$ cat config.mk
export PLATFORM = sky130hd
export DESIGN_NAME = dsp_ar_channel
export DESIGN_NICKNAME = d
export VERILOG_FILES = /design/src/rtl/dsp_ar_channel.sv
export SDC_FILE = /design/constraint.sdc
export NUM_CORES = 1
export LEC_CHECK = 0
export CORE_ASPECT_RATIO = 0.7
export CORE_MARGIN = 3
export CORE_UTILIZATION = 40
export DETAILED_ROUTE_END_ITERATION = 8
export DONT_BUFFER_PORTS = 1
export PLACE_DENSITY = 0.58
export SETUP_SLACK_MARGIN = 0.2
export SYNTH_ARGS = -nofsm -noshare
export SYNTH_HDL_FRONTEND = slang
export SYNTH_SLANG_ARGS = --single-unit
$ cat constraint.sdc
create_clock -name ACLK_i -period 4.2 [get_ports ACLK_i]
set_input_delay 0.84 -clock ACLK_i [delete_from_list [all_inputs] [get_ports ACLK_i]]
set_output_delay 0.84 -clock ACLK_i [all_outputs]
set_load 0.005 [all_outputs]
$ cat src/rtl/dsp_ar_channel.sv
// rtl/dsp_ar_channel.sv - per-master AR dispatcher with slave decode, output register and in-order slave-id FIFO
module dsp_ar_channel #(
    parameter int SLV_AMT           = 2,
    parameter int ADDR_WIDTH        = 32,
    parameter int TRANS_MST_ID_W    = 5,
    parameter int TRANS_BURST_W     = 2,
    parameter int TRANS_DATA_LEN_W  = 8,
    parameter int TRANS_DATA_SIZE_W = 3,
    parameter int SLV_ID_W          = $clog2(SLV_AMT),
    parameter int DSP_AR_DEPTH      = 4
) (
    input  logic                                    ACLK_i,
    input  logic                                    ARESETn_i,
    input  logic [TRANS_MST_ID_W-1:0]               m_ARID_i,
    input  logic [ADDR_WIDTH-1:0]                   m_ARADDR_i,
    input  logic [TRANS_BURST_W-1:0]                m_ARBURST_i,
    input  logic [TRANS_DATA_LEN_W-1:0]             m_ARLEN_i,
    input  logic [TRANS_DATA_SIZE_W-1:0]            m_ARSIZE_i,
    input  logic                                    m_ARVALID_i,
    output logic                                    m_ARREADY_o,
    input  logic                                    m_RVALID_i,
    input  logic                                    m_RREADY_i,
    input  logic                                    m_RLAST_i,
    output logic [TRANS_MST_ID_W*SLV_AMT-1:0]       sa_ARID_o,
    output logic [ADDR_WIDTH*SLV_AMT-1:0]           sa_ARADDR_o,
    output logic [TRANS_BURST_W*SLV_AMT-1:0]        sa_ARBURST_o,
    output logic [TRANS_DATA_LEN_W*SLV_AMT-1:0]     sa_ARLEN_o,
    output logic [TRANS_DATA_SIZE_W*SLV_AMT-1:0]    sa_ARSIZE_o,
    output logic [SLV_AMT-1:0]                      sa_ARVALID_o,
    input  logic [SLV_AMT-1:0]                      sa_ARREADY_i,
    output logic [SLV_ID_W-1:0]                     dsp_AR_slv_id_o,
    output logic                                    dsp_AR_disable_o
);

    localparam int AW = $clog2(DSP_AR_DEPTH);
    localparam int PW = AW + 1;
    localparam logic [SLV_ID_W-1:0] MAX_ID = SLV_ID_W'(SLV_AMT - 1);

    logic [SLV_ID_W-1:0]          dec_raw;
    logic [SLV_ID_W-1:0]          dec_id;
    logic                         valid_q;
    logic [SLV_ID_W-1:0]          tgt_q;
    logic [TRANS_MST_ID_W-1:0]    id_q;
    logic [ADDR_WIDTH-1:0]        addr_q;
    logic [TRANS_BURST_W-1:0]     burst_q;
    logic [TRANS_DATA_LEN_W-1:0]  len_q;
    logic [TRANS_DATA_SIZE_W-1:0] size_q;
    logic                         out_hs;
    logic                         m_hs;
    logic                         r_done;
    logic [SLV_ID_W-1:0]          ord_mem [DSP_AR_DEPTH];
    logic [PW-1:0]                wptr;
    logic [PW-1:0]                rptr;
    logic                         ord_empty;
    logic                         ord_full;

    // Unused high encodings fold onto the last slave
    assign dec_raw = m_ARADDR_i[ADDR_WIDTH-1 -: SLV_ID_W];
    assign dec_id  = (dec_raw > MAX_ID) ? MAX_ID : dec_raw;

    genvar k;
    generate
        for (k = 0; k < SLV_AMT; k++) begin : g_vld
            assign sa_ARVALID_o[k] = valid_q & (tgt_q == SLV_ID_W'(k));
        end
    endgenerate

    assign sa_ARID_o    = {SLV_AMT{id_q}};
    assign sa_ARADDR_o  = {SLV_AMT{addr_q}};
    assign sa_ARBURST_o = {SLV_AMT{burst_q}};
    assign sa_ARLEN_o   = {SLV_AMT{len_q}};
    assign sa_ARSIZE_o  = {SLV_AMT{size_q}};

    assign out_hs      = |(sa_ARVALID_o & sa_ARREADY_i);
    assign ord_empty   = (wptr == rptr);
    assign ord_full    = (wptr[AW] != rptr[AW]) && (wptr[AW-1:0] == rptr[AW-1:0]);
    // No full bypass: a pop in the same cycle does not free a slot yet
    assign m_ARREADY_o = ~ord_full & (~valid_q | out_hs);
    assign m_hs        = m_ARVALID_i & m_ARREADY_o;
    assign r_done      = m_RVALID_i & m_RREADY_i & m_RLAST_i & ~ord_empty;

    assign dsp_AR_slv_id_o  = ord_mem[rptr[AW-1:0]];
    assign dsp_AR_disable_o = ord_empty;

    always_ff @(posedge ACLK_i or negedge ARESETn_i) begin
        if (!ARESETn_i) begin
            valid_q <= 1'b0;
            tgt_q   <= '0;
            id_q    <= '0;
            addr_q  <= '0;
            burst_q <= '0;
            len_q   <= '0;
            size_q  <= '0;
        end else if (m_hs) begin
            valid_q <= 1'b1;
            tgt_q   <= dec_id;
            id_q    <= m_ARID_i;
            addr_q  <= m_ARADDR_i;
            burst_q <= m_ARBURST_i;
            len_q   <= m_ARLEN_i;
            size_q  <= m_ARSIZE_i;
        end else if (out_hs) begin
            valid_q <= 1'b0;
        end
    end

    // Slave order is recorded at master acceptance so it tracks master issue order
    always_ff @(posedge ACLK_i or negedge ARESETn_i) begin
        if (!ARESETn_i) begin
            wptr <= '0;
            rptr <= '0;
            for (int i = 0; i < DSP_AR_DEPTH; i++) begin
                ord_mem[i] <= '0;
            end
        end else begin
            if (m_hs) begin
                ord_mem[wptr[AW-1:0]] <= dec_id;
                wptr                  <= wptr + PW'(1);
            end
            if (r_done) begin
                rptr <= rptr + PW'(1);
            end
        end
    end

endmodule

==> impl_metrics.toml <==
[run_status]
status = "finished, final reports clean"

[floorplanning]
fp.dieH_um = 79.9
floorplan.die.width_um = 112
coreArea_um2 = 7420
top_level_ports = 163
die_area_um2 = 8900
start_util = 0.420
num_rows = 26

[global_routing]
gr-total-overflow = 0
grt_util_all_layers = 0.125
global_route_wire_length_before_repair_mm = 8.35
largest_net_degree_at_the_start_of_global_routing = 62
first_global_vias = 1452
antenna_found_initial = 0

[setup_path]
origin_of_the_critical_flop_to_flop_path = "wptr[0]"
crit_type = "register to output port"
timing.critical_path.cells = "xnor2_1 > and3_2"
critical_path.endpoint_type = "output port"
crit_path_max_fanout = 5
max_stage_delay_ps = 470
arrival_ps = 1530
critical_register_to_register_path_endpoint = "addr_q[25]"
rrSetupSlack_ps = 2020
r2r_cells = 4
cell_with_the_largest_stage_delay_on_the_worst_path = "sky130_fd_sc_hd__xnor2_1"
timing.critical_path.from_type = "register"
worstPathRequired_ps = 3360

[clocking]
post-cts-setup-buffers = 0
clock-root-buffer = "sky130_fd_sc_hd__clkbuf_8"
number_of_sinks_handled_by_clock_tree_synthesis = 61
numCtsBuffers = 9
worst_skew_pair.late_latency_ps = 330
cts.repair.resized = 0
cts_tree = "built"
cts-root-to-sink-buffers = 2
path_clk_slew_ps = 60
h-tree-depth = 3
hold_buffers = 0

[detailed_routing]
drt_wl_total_mm = 5.26
detail-route-antenna-nets = 0
routed_length_per_placed_instance_um = 20.1
via_per_inst = 5.04
firstDrtPassIters = 4
vias = 1320
drc = 0
first_iter_violations = 52

[yosys]
synth_flop_cell = "sky130_fd_sc_hd__dfrtp_1"
synthTopCellsByArea = "sky130_fd_sc_hd__dfrtp_1, sky130_fd_sc_hd__mux2_4, sky130_fd_sc_hd__buf_4"
asyncSetResetFlopFracSynth = 1.00
syn-mean-instance-area_um2 = 15.3
synth_most_common_cell = "sky130_fd_sc_hd__dfrtp_1"
syn_nets = 267
mux_contribution_to_synthesized_area = 0.273
synthSimpleGateAreaFrac = 0.0237
synth-edff-count = 0
synth_fa_ha_area_frac = 0.0201
synth_cell_types = 20
netlist_top_cells_count = "sky130_fd_sc_hd__dfrtp_1, sky130_fd_sc_hd__buf_4, sky130_fd_sc_hd__mux2_4"
synthesis.area_um2 = 3120
synth-seq-cells = 61
synth.yosys.warnings = 0
synth.largest_area_cell = "sky130_fd_sc_hd__dfrtp_1"
fraction_of_the_yosys_area_taken_by_sequential_cells = 0.490
synthXorXnorAreaFrac = 0.0225
postSynthCellCount = 204
synth-compound-area-share = 0.0136
synthDominantCellAreaShare = 0.490
largest_family_of_logic_cells_by_synthesized_area = "multiplexers"

[sta]
rsz0062_at_grt = "false"
setup-violations-final = 0
layout_worst_path_cycle_share = 0.565
timing.final.hold_violations = 0
fin_worst_skew_ps = 6.56
max_freq_ghz = 0.421
slew_viol_final = 0
fin_setup_tns_ps = 0
worst_slew_pin_slew_ps = 563
finalWorstPathRequiredPeriod_ps = 2370
maxSlewHeadroom = 0.624

[flow_run]
max_cap_viol_count = 0

[power_and_ir_drop]
internal-power_mw = 1.90
netSwitchingFraction = 0.331
sequentialPowerShare = 0.452
power.net_switching_uw = 942
power.density_cell_area_nw_per_um2 = 950
finalPower_mw = 2.85
power.leakage_nw = 1.41
pwr-share-comb = 0.328
clkPwrFrac = 0.220
irDropWorstVdd_uv = 332

[cells_and_area]
layout_area_overhead_pct = -3.85
multi_input_area_um2 = 1100
final_net_count = 222
layout.filler_cells = 695
ant_cells = 0
sequential_cell_area_um2 = 1530
final_layout_size_suffix_gt1_frac = 0.445

[placement]
io_buffers = 0
place_hpwl_mm = 3.63
routability_driven_placement_congestion_ratio = 0.707

[min_path]
worstHoldPathType = "primary input to async pin"
==> cells in the final DEF (no fill, tap or decap), drive strengths merged <==
cell type  count
ha             5
mux2i          1
clkinv         1
clkbuf        12
mux2          56
dfrtp         61
nand2          2
nor2b          1
bufinv         3
xor2           2
nand3          6
mux4           1
a22o           1
and3           1
inv            2
xnor2          6
a31oi          1
a32oi          1
and2           1
==> registers in the layout, indices dropped and copies added, names as in the netlist <==
register  flops
size_q        3
len_q         8
tgt_q         1
burst_q       2
wptr          3
addr_q       31
id_q          5
valid_q       1
ord_mem       4
rptr          3
==> power groups by stage <==
stage | clock network, mW | registers, mW | logic [mW]
floorplan | 0 | 1.15 | 1.32
global placement | 0 | 1.29 | 0.901
detailed placement | 0 | 1.30 | 0.950
CTS | 0.650 | 1.30 | 0.952
global route | 0.683 | 1.35 | 1.02
finish | 0.627 | 1.29 | 0.934
==> cell type report <==
class / instances / area share
sequential: 61 / 0.509
clock inverter: 4 / 0.0317
inverter: 2 / 0.00251
clock buffer: 12 / 0.0484
tap: 98 / 0.0409
multi-input combinational: 85 / 0.367
==> per-layer routing <==
metal,global-route usage,vias to the layer above,routed length [µm]
met1,0.142,654,2100
met4,0.0595,0,123
met2,0.182,101,2330
met5,0,-,0
li1,-,551,-
met3,0.0811,14,712
==> cell families (layout without fill, tap and decap cells) <==
| group | count (synthesis) | after routing |
|---|---|---|
| xor+xnor | 8 | 8 |
| buf+inv | 58 | 18 |
| mux | 58 | 58 |
| flops | 61 | 61 |
| compound gates | 3 | 3 |
| fa+ha+maj | 5 | 5 |
| simple gates | 11 | 11 |
==> metrics by stage <==
stage,area (µm²),utilization,instances,hold WS (ps),setup WS (ps)
2_1_floorplan,3120,-,204,470,2110
3_3_place_gp,2760,0.372,246,488,1950
6_report,3000,0.404,262,203,1830
4_1_cts,3000,0.404,262,171,1770
5_1_grt,3000,0.404,262,158,1660
3_5_place_dp,2760,0.372,246,497,1860
==> critical path: cells and delay by family, from the launching register on <==
family,cells,cell delay (ps)
simple gates,1,280
flops,1,460
xor+xnor,1,470
==> worst max-delay path by stage <==
stage	from	to	slack (ps)	cells after the start
floorplan	sa_ARREADY_i[1]	m_ARREADY_o	2110	2
global placement	sa_ARREADY_i[1]	addr_q[25]	1950	4
detailed placement	sa_ARREADY_i[1]	addr_q[28]	1860	4
CTS	wptr[0]	dsp_AR_disable_o	1770	2
global route	wptr[0]	dsp_AR_disable_o	1660	2
finish	wptr[0]	dsp_AR_disable_o	1830	2
Note: power is estimated with default switching activity, not from simulation.
